===== src/rtl/imem_arb_pkg.sv =====
// Shared types and constants for the instruction-memory read-port arbiter.
package imem_arb_pkg;

    typedef enum logic [1:0] {
        OWN_NONE = 2'd0,
        OWN_IF   = 2'd1,
        OWN_LS   = 2'd2
    } owner_e;

    localparam int STARVE_CNT_W = 4;

endpackage


===== src/rtl/imem_arbiter_if.sv =====
// Request, response and memory-side signals of the instruction-memory arbiter.
interface imem_arbiter_if #(
    parameter int unsigned ADDR_W = 32,
    parameter int unsigned DATA_W = 32
);
    logic              if_req_i;
    logic [ADDR_W-1:0] if_addr_i;
    logic              if_flush_i;
    logic              if_gnt_o;
    logic              if_rvalid_o;
    logic [DATA_W-1:0] if_rdata_o;

    logic              ls_req_i;
    logic [ADDR_W-1:0] ls_addr_i;
    logic              ls_gnt_o;
    logic              ls_rvalid_o;
    logic [DATA_W-1:0] ls_rdata_o;

    logic              mem_rden_o;
    logic [ADDR_W-1:0] mem_addr_o;
    logic [DATA_W-1:0] mem_rdata_i;

    // Arbiter side.
    modport slave (
        input  if_req_i, if_addr_i, if_flush_i, ls_req_i, ls_addr_i, mem_rdata_i,
        output if_gnt_o, if_rvalid_o, if_rdata_o, ls_gnt_o, ls_rvalid_o, ls_rdata_o,
               mem_rden_o, mem_addr_o
    );

    // Requesters plus memory macro side.
    modport master (
        output if_req_i, if_addr_i, if_flush_i, ls_req_i, ls_addr_i, mem_rdata_i,
        input  if_gnt_o, if_rvalid_o, if_rdata_o, ls_gnt_o, ls_rvalid_o, ls_rdata_o,
               mem_rden_o, mem_addr_o
    );
endinterface


===== src/rtl/imem_arb_starve_cnt.sv =====
// Saturating count of consecutive LS grants taken while fetch was waiting.
module imem_arb_starve_cnt
    import imem_arb_pkg::*;
#(
    parameter int unsigned MAX = 4
) (
    input  logic clk_i,
    input  logic rst_ni,
    input  logic inc_i,
    input  logic clr_i,
    output logic at_max_o
);

    localparam logic [STARVE_CNT_W-1:0] MAX_C = STARVE_CNT_W'(MAX);

    logic [STARVE_CNT_W-1:0] cnt_q, cnt_d;

    // NOTE: cnt_d gets a default before any branch so no path leaves it unassigned (no latch).
    always_comb begin
        cnt_d = cnt_q;
        if (clr_i) begin
            cnt_d = '0;
        end else if (inc_i && (cnt_q != MAX_C)) begin
            cnt_d = cnt_q + 1'b1;
        end
    end

    // NOTE: state flops use non-blocking assignments so every flop samples pre-edge values.
    always_ff @(posedge clk_i or negedge rst_ni) begin
        if (!rst_ni) begin
            cnt_q <= '0;
        end else begin
            cnt_q <= cnt_d;
        end
    end

    assign at_max_o = (cnt_q == MAX_C);

endmodule


===== src/rtl/imem_arbiter.sv =====
// Shares the instruction memory read port between fetch and the LS read path:
// LS priority with a fetch starvation guard, one read per cycle, routed response.
module imem_arbiter
    import imem_arb_pkg::*;
#(
    parameter int unsigned STARVE_MAX = 4,
    parameter int unsigned ADDR_W     = 32,
    parameter int unsigned DATA_W     = 32
) (
    input  logic           clk_i,
    input  logic           rst_ni,
    imem_arbiter_if.slave  bus
);

    logic              if_gnt;
    logic              ls_gnt;
    logic              at_max;
    logic              starve_inc;
    logic              starve_clr;
    logic [ADDR_W-1:0] mem_addr;
    logic              if_rvalid;
    logic              ls_rvalid;
    logic [DATA_W-1:0] if_rdata;
    logic [DATA_W-1:0] ls_rdata;
    owner_e            owner_q, owner_d;

    // Grants are gated by rst_ni so nothing reaches the memory while reset is held.
    always_comb begin
        ls_gnt     = rst_ni & bus.ls_req_i & ~(bus.if_req_i & at_max);
        if_gnt     = rst_ni & bus.if_req_i & ~ls_gnt;
        starve_inc = ls_gnt & bus.if_req_i;
        starve_clr = if_gnt | ~bus.if_req_i;

        owner_d = OWN_NONE;
        if (ls_gnt) begin
            owner_d = OWN_LS;
        end else if (if_gnt) begin
            owner_d = OWN_IF;
        end

        mem_addr = '0;
        if (rst_ni) begin
            mem_addr = ls_gnt ? bus.ls_addr_i : bus.if_addr_i;
        end
    end

    imem_arb_starve_cnt #(
        .MAX (STARVE_MAX)
    ) u_starve (
        .clk_i    (clk_i),
        .rst_ni   (rst_ni),
        .inc_i    (starve_inc),
        .clr_i    (starve_clr),
        .at_max_o (at_max)
    );

    always_ff @(posedge clk_i or negedge rst_ni) begin
        if (!rst_ni) begin
            owner_q <= OWN_NONE;
        end else begin
            owner_q <= owner_d;
        end
    end

    // A flush only kills the fetch response arriving this cycle, never this cycle's grant.
    always_comb begin
        if_rvalid = (owner_q == OWN_IF) & ~bus.if_flush_i;
        ls_rvalid = (owner_q == OWN_LS);
        if_rdata  = if_rvalid ? bus.mem_rdata_i : '0;
        ls_rdata  = ls_rvalid ? bus.mem_rdata_i : '0;
    end

    assign bus.if_gnt_o    = if_gnt;
    assign bus.ls_gnt_o    = ls_gnt;
    assign bus.mem_rden_o  = if_gnt | ls_gnt;
    assign bus.mem_addr_o  = mem_addr;
    assign bus.if_rvalid_o = if_rvalid;
    assign bus.ls_rvalid_o = ls_rvalid;
    assign bus.if_rdata_o  = if_rdata;
    assign bus.ls_rdata_o  = ls_rdata;

endmodule

===== src/flat_wrapper.sv =====
// flat-port wrapper written by rule: the top's interface ports become plain ports
module imem_arbiter_flat import imem_arb_pkg::*;
#(
    parameter int unsigned STARVE_MAX = 4,
    parameter int unsigned ADDR_W     = 32,
    parameter int unsigned DATA_W     = 32
)
  (clk_i, rst_ni, bus_if_req_i, bus_if_addr_i, bus_if_flush_i, bus_ls_req_i, bus_ls_addr_i, bus_mem_rdata_i, bus_if_gnt_o, bus_if_rvalid_o, bus_if_rdata_o, bus_ls_gnt_o, bus_ls_rvalid_o, bus_ls_rdata_o, bus_mem_rden_o, bus_mem_addr_o);
  imem_arbiter_if #(.ADDR_W(ADDR_W), .DATA_W(DATA_W)) bus_i ();
  input  logic clk_i;
  input  logic rst_ni;
  input wire logic [$bits(bus_i.if_req_i)-1:0] bus_if_req_i;
  input wire logic [$bits(bus_i.if_addr_i)-1:0] bus_if_addr_i;
  input wire logic [$bits(bus_i.if_flush_i)-1:0] bus_if_flush_i;
  input wire logic [$bits(bus_i.ls_req_i)-1:0] bus_ls_req_i;
  input wire logic [$bits(bus_i.ls_addr_i)-1:0] bus_ls_addr_i;
  input wire logic [$bits(bus_i.mem_rdata_i)-1:0] bus_mem_rdata_i;
  output wire logic [$bits(bus_i.if_gnt_o)-1:0] bus_if_gnt_o;
  output wire logic [$bits(bus_i.if_rvalid_o)-1:0] bus_if_rvalid_o;
  output wire logic [$bits(bus_i.if_rdata_o)-1:0] bus_if_rdata_o;
  output wire logic [$bits(bus_i.ls_gnt_o)-1:0] bus_ls_gnt_o;
  output wire logic [$bits(bus_i.ls_rvalid_o)-1:0] bus_ls_rvalid_o;
  output wire logic [$bits(bus_i.ls_rdata_o)-1:0] bus_ls_rdata_o;
  output wire logic [$bits(bus_i.mem_rden_o)-1:0] bus_mem_rden_o;
  output wire logic [$bits(bus_i.mem_addr_o)-1:0] bus_mem_addr_o;
  assign bus_i.if_req_i = bus_if_req_i;
  assign bus_i.if_addr_i = bus_if_addr_i;
  assign bus_i.if_flush_i = bus_if_flush_i;
  assign bus_i.ls_req_i = bus_ls_req_i;
  assign bus_i.ls_addr_i = bus_ls_addr_i;
  assign bus_i.mem_rdata_i = bus_mem_rdata_i;
  assign bus_if_gnt_o = bus_i.if_gnt_o;
  assign bus_if_rvalid_o = bus_i.if_rvalid_o;
  assign bus_if_rdata_o = bus_i.if_rdata_o;
  assign bus_ls_gnt_o = bus_i.ls_gnt_o;
  assign bus_ls_rvalid_o = bus_i.ls_rvalid_o;
  assign bus_ls_rdata_o = bus_i.ls_rdata_o;
  assign bus_mem_rden_o = bus_i.mem_rden_o;
  assign bus_mem_addr_o = bus_i.mem_addr_o;
  imem_arbiter #(.STARVE_MAX(STARVE_MAX), .ADDR_W(ADDR_W), .DATA_W(DATA_W)) u_core (.clk_i(clk_i), .rst_ni(rst_ni), .bus(bus_i));
endmodule

===== config.mk =====
export PLATFORM = sky130hd
export DESIGN_NAME = imem_arbiter_flat
export DESIGN_NICKNAME = d
export VERILOG_FILES = /design/src/rtl/imem_arb_pkg.sv /design/src/rtl/imem_arbiter_if.sv /design/src/rtl/imem_arb_starve_cnt.sv /design/src/rtl/imem_arbiter.sv /design/src/flat_wrapper.sv
export SDC_FILE = /design/constraint.sdc
export NUM_CORES = 1
export LEC_CHECK = 0
export BUFFER_PORTS_ARGS = -buffer_cell sky130_fd_sc_hd__buf_2
export CORE_ASPECT_RATIO = 1.25
export CORE_MARGIN = 10
export CORE_UTILIZATION = 34
export CTS_CLUSTER_DIAMETER = 100
export DETAILED_ROUTE_END_ITERATION = 6
export PLACE_DENSITY = 0.95
export SETUP_SLACK_MARGIN = 0.2
export SYNTH_ARGS = -nofsm -noshare
export SYNTH_HDL_FRONTEND = slang
export SYNTH_SLANG_ARGS = --single-unit

===== constraint.sdc =====
create_clock -name clk_i -period 2.79 [get_ports clk_i]
set_input_delay 0.1395 -clock clk_i [delete_from_list [all_inputs] [get_ports clk_i]]
set_output_delay 0.1395 -clock clk_i [all_outputs]
set_load 0.01 [all_outputs]

==> impl_metrics.csv, run 1 <==
group,metric,value,unit
synth,yosys.area_share.simple,0.550,
timing,min_period,2.36,ns
placement,io_buffer_count,201,
placement,dpl_cell_area,0.00242,mm2
synth,ys_ff_latch,6,
clock_tree,cts_tree,"built",
floorplan,core.rowCount,26,
layout,final_cell_mix,"buf_2, and2_1, nand2_1",
clock_tree,numCtsBuffers,3,
timing,fin_tns_setup,0,ns
layout,final_common_cell,"buf_2",
clock_tree,post-cts-setup-buffers,0,
critical_path,timing.rr.end,"u_core.owner_q[1]$_DFF_PN0_",
detailed_routing,wl_per_cell,16.5,um
timing,finalMaxSlewViolations,0,
timing,max_slew_margin,0.631,
clock_tree,ctsHoldBuffers,1,
worst_hold_path,hold_class,"input pin to flop",
floorplan,start_util,0.354,
clock_tree,clkTransAtPathRegs,0.04,ns
synth,synth_cells,217,
flow_run,drv_cap,0,
timing,rsz0062_at_grt,"false",
synth,yosys.area_share.adder,0.0171,
clock_tree,clk_latency,0.22,ns
critical_path,path_class,"flop to output port",
clock_tree,cts.path.max_buffers,2,
detailed_routing,routed_wirelength,7.57,mm
pwr,powerDensity,209,mW/mm2
status,status,"completed",
synth,syn_nets,320,
floorplan,die_area,0.00735,mm2
synth,syn_area_per_cell,6.75,um2
detailed_routing,vias,2175,
critical_path,arrival,2.22,ns
worst_hold_path,hold_depth,3,
worst_hold_path,hold_start,"bus_ls_req_i",
layout,design_area,0.00247,mm2
layout,finish.utilization,0.599,
global_route,antenna_found_initial,0,
detailed_routing,drc,0,
global_route,grt_pass1_wl,11.5,mm
timing,hold_viol,0,
layout,syn_to_final_growth,69.0,%
timing,finalSetupViolations,0,
floorplan,core_area,0.00413,mm2
layout,final_cells,460,
detailed_routing,drt.antenna.violating_nets,0,
floorplan,die_h,93.4,um
synth,ys_types,29,
layout,drive_above_1_share,0.594,
critical_path,timing.rr.start,"u_core.u_starve.cnt_q[0]$_DFFE_PN0P_",
clock_tree,numClockSinks,6,
layout,antenna_cells,0,
placement,place_ws,0.684,ns
global_route,grt_use_total,0.189,
placement,hpwlAfterDp,6.47,mm
critical_path,worstSetupStartpoint,"u_core.u_starve.cnt_q[0]$_DFFE_PN0P_",
detailed_routing,first_pass_iters,4,
critical_path,reg2reg_slack,0.95,ns
global_route,grt_pass1_vias,2202,
critical_path,start_kind,"flop",
critical_path,r2r.worst_path.cells,4,
detailed_routing,via_per_inst,4.73,
synth,synth_xor_area_frac,0,
pwr,leakagePower,1.52,nW
floorplan,die_w,78.7,um
timing,max_freq,425,MHz
clock_tree,root_buffer,"clkbuf_8",
clock_tree,cts_resized,0,
detailed_routing,drtIter0Drc,70,
synth,syn_area,0.00146,mm2
critical_path,endpoint,"bus_mem_addr_o[4]",
critical_path,worst_ep_required_time,2.65,ns
clock_tree,htreeDepth,1,
synth,synth_top_family_by_area,"simple AND/OR/NAND/NOR gates",
synth,ys_warn_count,0,
global_route,grt_max_degree,47,
timing,setup_ws,0.435,ns
placement,gp_congestion,0.865,
layout,num-fill-cells,370,
critical_path,end_kind,"output port",
timing,min_period_over_period,0.844,
critical_path,cp_max_fo,34,
timing,clock_skew,0.00275,ns
synth,synth_compound_area_frac,0.222,
pwr,vdd_drop_max,0.114,mV
global_route,grt-ovfl-total,0,
timing,tightest_slew,0.553,ns
synth,synthMuxAreaShare,0,
synth,yosysSeqAreaShare,0.103,
layout,final_nets,509,
placement,dp_cells,456,
floorplan,io-pin-count,202,
==> power breakdown <==
group / switching (W) / leakage [nW] / internal, W
logic: 0.000157 / 1.41 / 0.000139
clock network: 0.0000361 / 0.0216 / 0.0000926
registers: 0.00000190 / 0.0816 / 0.0000900
==> per-stage QoR <==
step	hold WS, ns	power, W
6_report	0.242	0.000517
5_1_grt	0.253	0.000559
4_1_cts	0.237	0.000524
3_5_place_dp	0.203	0.000391
3_3_place_gp	0.197	0.000382
2_1_floorplan	-0.156	0.000248
==> cells by family after synthesis <==
kind of cell,count (synthesis)
flops,6
compound gates,40
fa+ha+maj,2
buf+inv,25
simple gates,144
==> cell type report <==
class | instances | area, um2 | area share
multi-input cells | 186 | 1150 | 0.467
inverters | 3 | 11.3 | 0.00455
clock buffers | 3 | 41.3 | 0.0167
flip-flops and latches | 6 | 150 | 0.0607
repair buffers | 206 | 1050 | 0.423
well taps | 56 | 70.1 | 0.0283
==> sequential cells by signal, summed over array words and instances, names as in the netlist <==
register and flops:
u_core.u_starve.cnt_q 4, u_core.owner_q 2
==> per-layer routing <==
layer | wire [um] | global-route usage | vias to the layer above | part of all wire
met2 | 4260 | 0.377 | 118 | 0.56
li1 | - | - | 1097 | -
met1 | 2570 | 0.179 | 952 | 0.34
met3 | 661 | 0.0575 | 8 | 0.087
met4 | 85 | 0.0509 | 0 | 0.011
met5 | 0 | 0 | - | 0
==> how the worst min path moves through the flow <==
| stage | endpoint | slack (ns) |
|---|---|---|
| floorplan | u_core.owner_q[0]$_DFF_PN0_ | -0.16 |
| global placement | u_core.u_starve.cnt_q[1]$_DFFE_PN0P_ | 0.20 |
| detailed placement | u_core.u_starve.cnt_q[1]$_DFFE_PN0P_ | 0.20 |
| CTS | u_core.u_starve.cnt_q[2]$_DFFE_PN0P_ | 0.24 |
| global route | u_core.u_starve.cnt_q[2]$_DFFE_PN0P_ | 0.25 |
| finish | u_core.u_starve.cnt_q[2]$_DFFE_PN0P_ | 0.24 |
==> synth_stat cells, drive strengths merged <==
cell | count | area (um2)
buf | 9 | 98.9
nand3 | 34 | 170
or2b | 1 | 7.51
nand3b | 1 | 7.51
o21a | 1 | 7.51
nand2 | 35 | 131
a21boi | 1 | 7.51
and3b | 2 | 17.5
nor3b | 1 | 12.5
o41ai | 1 | 8.76
and3 | 1 | 6.26
o21ai | 33 | 274
nand4b | 1 | 23.8
dfrtp | 6 | 150
nor2b | 1 | 6.26
o32ai | 1 | 8.76
a41oi | 1 | 8.76
inv | 3 | 11.3
a21oi | 2 | 10.0
and2 | 66 | 415
nand2b | 1 | 6.26
clkbuf | 13 | 48.8
ha | 2 | 25.0
==> worst max-delay path, stage by stage (launching register included) <==
cell,delay [ns]
dfrtp_1,0.41
inv_1,0.09
ha_1,0.21
nand4b_4,0.40
and2_4,0.50
o21ai_2,0.22
buf_2,0.15
Note: power is estimated with default switching activity, not from simulation.
==> inputs of run 2 (changes only) <==
--- a/config.mk
+++ b/config.mk
@@ -8,10 +8,10 @@
 export BUFFER_PORTS_ARGS = -buffer_cell sky130_fd_sc_hd__buf_2
 export CORE_ASPECT_RATIO = 1.25
 export CORE_MARGIN = 10
-export CORE_UTILIZATION = 34
+export CORE_UTILIZATION = 31
 export CTS_CLUSTER_DIAMETER = 100
 export DETAILED_ROUTE_END_ITERATION = 6
-export PLACE_DENSITY = 0.95
+export PLACE_DENSITY = 0.91
 export SETUP_SLACK_MARGIN = 0.2
 export SYNTH_ARGS = -nofsm -noshare
 export SYNTH_HDL_FRONTEND = slang
==> constraint.sdc (replaced) <==
create_clock -name clk_i -period 2.3 [get_ports clk_i]
set_input_delay 0.115 -clock clk_i [delete_from_list [all_inputs] [get_ports clk_i]]
set_output_delay 0.115 -clock clk_i [all_outputs]
set_load 0.01 [all_outputs]
==> run 2 against run 1 <==
  * Non-clock buffer count grew 1
  * Final cell count grew 1.5%
  * Clock power rose by 22%
  * Utilization down 4.3 points
  * Critical endpoint is now bus_mem_addr_o[26]
  * Clock skew down 0.00064 ns
  * Largest cell class unchanged
==> impl_metrics.csv, run 2 (synthesis gave the netlist of run 1 again) <==
group,metric,value,unit
critical_path,worst-path-stages,6,
floorplan,io-pin-count,202,
clock_tree,cts_tree,"built",
clock_tree,numCtsBuffers,3,
critical_path,end_kind,"output port",
critical_path,cp_max_fo,17,
timing,tightest_slew,0.568,ns
critical_path,worstPathCellList,"inv_1 -> ha_1 -> nand4b_4 -> and2_2 -> o21ai_2 -> buf_2",
floorplan,core_area,0.00449,mm2
clock_tree,clkTransAtPathRegs,0.04,ns
status,status,"completed",
pwr,leakagePower,1.52,nW
layout,drive_above_1_share,0.596,
layout,final_cell_mix,"buf_2, and2_1, nand2_1",
clock_tree,cts.path.max_buffers,2,
clock_tree,numClockSinks,6,
timing,hold_ws,0.188,ns
worst_hold_path,hold_class,"input pin to flop",
critical_path,start_kind,"flop",
critical_path,reg2reg_slack,0.77,ns
critical_path,crit_family,"simple AND/OR/NAND/NOR gates",
layout,syn_to_final_growth,70.7,%
timing,max_freq,507,MHz
timing,min_period_over_period,0.857,
detailed_routing,wl_per_cell,16.9,um
floorplan,die_area,0.00789,mm2
placement,io_buffer_count,201,
pwr,vdd_drop_max,0.220,mV
critical_path,worst_ep_required_time,2.18,ns
critical_path,r2r.worst_path.cells,4,
clock_tree,root_buffer,"clkbuf_8",
detailed_routing,vias,2257,
layout,num-fill-cells,402,
floorplan,die_h,96.8,um
floorplan,core.rowCount,27,
detailed_routing,via_per_inst,4.83,
critical_path,arrival,1.86,ns
timing,min_period,1.97,ns
worst_hold_path,hold_end,"u_core.u_starve.cnt_q[2]$_DFFE_PN0P_",
global_route,grt-ovfl-total,0,
placement,hpwlAfterDp,6.71,mm
timing,finalSetupViolations,0,
layout,final_common_cell,"buf_2",
timing,finalMaxSlewViolations,0,
timing,fin_tns_setup,0,ns
layout,largest_reg_flops,4,
timing,hold_viol,0,
layout,reg_top3,"u_core.u_starve.cnt_q (4), u_core.owner_q (2)",
global_route,grt_max_degree,47,
critical_path,path_class,"flop to output port",
clock_tree,clk_latency,0.22,ns
critical_path,timing.rr.start,"u_core.u_starve.cnt_q[0]$_DFFE_PN0P_",
worst_hold_path,hold_depth,3,
floorplan,die_w,81.5,um
global_route,antenna_found_initial,4,
detailed_routing,drc,0,
global_route,grt_pass1_vias,2240,
timing,clock_skew,0.00211,ns
critical_path,path_buf_inv,2,
worst_hold_path,hold_start,"bus_ls_req_i",
critical_path,critPathMaxStageDelay,0.52,ns
clock_tree,htreeDepth,1,
placement,gp_congestion,0.918,
detailed_routing,drt.antenna.violating_nets,0,
critical_path,cp_slowest_cell,"and2_2",
global_route,grt_pass1_wl,11.3,mm
flow_run,drv_cap,0,
pwr,powerDensity,252,mW/mm2
layout,top_register,"u_core.u_starve.cnt_q",
timing,max_slew_margin,0.620,
detailed_routing,drtIter0Drc,28,
global_route,grt_use_total,0.177,
layout,final_nets,511,
floorplan,start_util,0.326,
critical_path,timing.rr.end,"u_core.owner_q[1]$_DFF_PN0_",
timing,rsz0062_at_grt,"false",
detailed_routing,first_pass_iters,4,
detailed_routing,routed_wirelength,7.88,mm
-- run 2: cell types whose count changed in the layout (fill, tap and decap cells not counted) --
cell,previous run,this run
and2_2,0,1
buf_4,4,5
diode_2,0,3
-- run 2: worst min-delay path, cell delays in order --
cell	delay [ns]
buf_2	0.13
nand2_1	0.07
a21oi_1	0.06
-- run 2: metrics by stage --
| stage | utilization | total power [W] | instance area, um2 | std cells | worst slack [ns] |
|---|---|---|---|---|---|
| floorplan | - | 0.000301 | 1460 | 217 | 0.780 |
| global placement | 0.541 | 0.000465 | 2430 | 459 | 0.615 |
| detailed placement | 0.541 | 0.000475 | 2430 | 459 | 0.556 |
| CTS | 0.553 | 0.000639 | 2480 | 463 | 0.312 |
| global route | 0.555 | 0.000679 | 2490 | 465 | 0.239 |
| finish | 0.556 | 0.000631 | 2500 | 467 | 0.328 |
-- run 2: layout make-up --
type	instances	area, um2	share of cell area
multi-input cells	187	1160	0.465
repair buffers	207	1050	0.422
flip-flops and latches	6	150	0.0601
well taps	58	72.6	0.0290
clock buffers	3	41.3	0.0165
inverters	3	11.3	0.00451
diodes	3	7.51	0.00300
-- run 2: worst max-delay path by stage --
stage | from | endpoint | slack, ns
CTS | u_core.u_starve.cnt_q[0]$_DFFE_PN0P_ | bus_mem_addr_o[1] | 0.31
floorplan | u_core.u_starve.cnt_q[0]$_DFFE_PN0P_ | bus_mem_addr_o[22] | 0.78
finish | u_core.u_starve.cnt_q[0]$_DFFE_PN0P_ | bus_mem_addr_o[26] | 0.33
global placement | u_core.u_starve.cnt_q[0]$_DFFE_PN0P_ | bus_mem_addr_o[0] | 0.61
global route | u_core.u_starve.cnt_q[0]$_DFFE_PN0P_ | bus_mem_addr_o[3] | 0.24
detailed placement | u_core.u_starve.cnt_q[0]$_DFFE_PN0P_ | bus_mem_addr_o[1] | 0.56
-- run 2: layer usage --
| layer | GRT usage | up-vias | wire length, um |
|---|---|---|---|
| met5 | 0 | - | 21 |
| met4 | 0.0558 | 4 | 138 |
| met3 | 0.0841 | 14 | 1310 |
| met2 | 0.324 | 153 | 3960 |
| met1 | 0.164 | 980 | 2450 |
| li1 | - | 1106 | - |
-- run 2: power by group --
part           leakage [nW]  internal, W  switching [W]
clock network        0.0216     0.000112      0.0000447
logic                  1.42     0.000169       0.000193
registers            0.0816     0.000109     0.00000235
total                  1.52     0.000391       0.000240
-- run 2: what timing repair did --
item,in CTS,in global routing
buffers inserted,0,0
hold buffers,1,0
setup endpoints to repair,0,1
hold endpoints to repair,6,0
gates resized for setup,0,0
==> inputs of run 3 (changes only) <==
--- a/config.mk
+++ b/config.mk
@@ -5,13 +5,14 @@
 export SDC_FILE = /design/constraint.sdc
 export NUM_CORES = 1
 export LEC_CHECK = 0
-export BUFFER_PORTS_ARGS = -buffer_cell sky130_fd_sc_hd__buf_2
-export CORE_ASPECT_RATIO = 1.25
-export CORE_MARGIN = 10
-export CORE_UTILIZATION = 31
+export CAP_MARGIN = 20
+export CORE_AREA = 10 10 70 72
 export CTS_CLUSTER_DIAMETER = 100
 export DETAILED_ROUTE_END_ITERATION = 6
-export PLACE_DENSITY = 0.91
+export DIE_AREA = 0 0 80 82
+export DONT_BUFFER_PORTS = 1
+export PLACE_DENSITY = 0.66
+export RECOVER_POWER = 50
 export SETUP_SLACK_MARGIN = 0.2
 export SYNTH_ARGS = -nofsm -noshare
 export SYNTH_HDL_FRONTEND = slang
==> run 3 against run 2 <==
  * Utilization fell by 16 points
  * Non-clock buffer count fell by 202
  * Global-route usage decreased by 3.3 points
  * Sequential cell count unchanged
  * Clock power decreased by 39%
  * Power is 37% lower
  * Largest power group unchanged
  * Largest cell class unchanged
  * First-iteration DRC count rose by 89%
  * Final cell count shrank 46%
==> impl_metrics.csv, run 3 (synthesis gave the netlist of run 1 again) <==
group,metric,value,unit
status,status,"completed",
pwr,vdd_drop_max,0.238,mV
layout,num-fill-cells,384,
timing,hold_viol,0,
global_route,antenna_found_initial,0,
placement,gp_congestion,0.789,
detailed_routing,via_per_inst,5.76,
clock_tree,cts_tree,"built",
critical_path,cp_max_fo,33,
global_route,grt_pass1_vias,1463,
critical_path,reg2reg_slack,0.82,ns
critical_path,end_kind,"output port",
timing,max_slew_margin,0.270,
pwr,powerDensity,276,mW/mm2
floorplan,die_h,82,um
detailed_routing,drc,0,
layout,final_nets,308,
layout,largest_reg_flops,4,
timing,tightest_slew,1.10,ns
global_route,grt-ovfl-total,0,
detailed_routing,vias,1446,
timing,fin_tns_setup,0,ns
detailed_routing,routed_wirelength,5.54,mm
critical_path,r2r.worst_path.cells,4,
timing,rsz0062_at_grt,"false",
pwr,leakagePower,0.549,nW
detailed_routing,wl_per_cell,22.1,um
worst_hold_path,hold_end,"u_core.u_starve.cnt_q[1]$_DFFE_PN0P_",
layout,drive_above_1_share,0.182,
timing,min_period_over_period,0.875,
layout,antenna_cells,0,
layout,syn_to_final_growth,-2.22,%
clock_tree,cts.path.max_buffers,2,
timing,min_period,2.01,ns
timing,clock_skew,0.00154,ns
layout,top_register,"u_core.u_starve.cnt_q",
timing,finalSetupViolations,0,
global_route,grt_pass1_wl,7.80,mm
clock_tree,root_buffer,"clkbuf_4",
critical_path,worst_ep_required_time,2.18,ns
critical_path,arrival,1.90,ns
floorplan,io-pin-count,202,
placement,hpwlAfterDp,4.78,mm
layout,final_common_cell,"and2_0",
worst_hold_path,hold_class,"input pin to flop",
global_route,grt_max_degree,42,
flow_run,drv_cap,0,
global_route,grt_use_total,0.144,
clock_tree,ctsHoldBuffers,1,
pwr,power,0.000396,W
floorplan,core_area,0.00358,mm2
critical_path,timing.rr.start,"u_core.u_starve.cnt_q[0]$_DFFE_PN0P_",
clock_tree,clkTransAtPathRegs,0.04,ns
detailed_routing,drtIter0Drc,53,
placement,io_buffer_count,0,
clock_tree,numClockSinks,6,
worst_hold_path,hold_start,"bus_if_req_i",
clock_tree,cts_resized,0,
clock_tree,numCtsBuffers,3,
detailed_routing,drt.antenna.violating_nets,0,
clock_tree,htreeDepth,1,
timing,finalMaxSlewViolations,0,
floorplan,die_area,0.00656,mm2
critical_path,path_class,"flop to output port",
critical_path,start_kind,"flop",
floorplan,die_w,80,um
worst_hold_path,hold_depth,2,
floorplan,start_util,0.409,
layout,final_cell_mix,"and2_0, nand2_1, nand3_1",
timing,hold_ws,0.0118,ns
critical_path,timing.rr.end,"u_core.owner_q[1]$_DFF_PN0_",
layout,reg_top3,"u_core.u_starve.cnt_q (4), u_core.owner_q (2)",
timing,max_freq,497,MHz
clock_tree,post-cts-setup-buffers,0,
detailed_routing,first_pass_iters,6,
floorplan,core.rowCount,22,
clock_tree,clk_latency,0.24,ns
[run 3: cell count changes in the layout (fill, tap and decap cells not counted), sizes merged]
| cell | change |
|---|---|
| diode | -3 |
| and2 | -1 |
| clkbuf | +2 |
| buf | -204 |
[run 3: layer usage]
metal	global-route usage	up-vias	share of wire
met5	0	-	0
met4	0.0158	0	0.0040
met3	0.0939	4	0.16
met2	0.258	103	0.53
met1	0.143	639	0.31
li1	-	700	-
[run 3: through the flow]
stage                     utilization  instance area, um2  instances  setup slack, ns
final                           0.400                1430        251            0.287
after global routing            0.400                1430        251            0.136
after CTS                       0.402                1440        251            0.384
after detailed placement        0.393                1410        247            0.647
after global placement          0.393                1410        247            0.669
after floorplan                     -                1460        217            0.780
[run 3: worst max-delay path by stage]
stage,from,end,cells past startpoint
2_1_floorplan,u_core.u_starve.cnt_q[0]$_DFFE_PN0P_,bus_mem_addr_o[22],7
3_3_place_gp,u_core.u_starve.cnt_q[0]$_DFFE_PN0P_,bus_mem_addr_o[0],5
5_1_grt,u_core.owner_q[1]$_DFF_PN0_,bus_if_rdata_o[3],3
3_5_place_dp,u_core.u_starve.cnt_q[0]$_DFFE_PN0P_,bus_mem_addr_o[31],5
4_1_cts,u_core.u_starve.cnt_q[0]$_DFFE_PN0P_,bus_mem_addr_o[31],5
6_report,u_core.owner_q[1]$_DFF_PN0_,bus_if_rdata_o[0],3
[run 3: final cells by class]
class                   count  area (um2)  area share
multi-input cells         186        1150       0.807
inverters                   3        11.3     0.00787
repair buffers              5        32.5      0.0227
flip-flops and latches      6         150       0.105
well taps                  48        60.1      0.0420
clock buffers               3        22.5      0.0157
[run 3: where the power goes]
| group | internal [W] | switching (W) | leakage, nW | total (W) |
|---|---|---|---|---|
| Sequential | 0.000109 | 0.00000201 | 0.0816 | 0.000111 |
| Clock | 0.0000589 | 0.0000368 | 0.0138 | 0.0000958 |
| Combinational | 0.0000571 | 0.000132 | 0.454 | 0.000189 |
[run 3: worst max-delay path, stage by stage, from the launching register on]
cell and delay (ns):
dfrtp_1 0.37, nor3b_2 0.17, clkbuf_1 0.79, and2_1 0.32
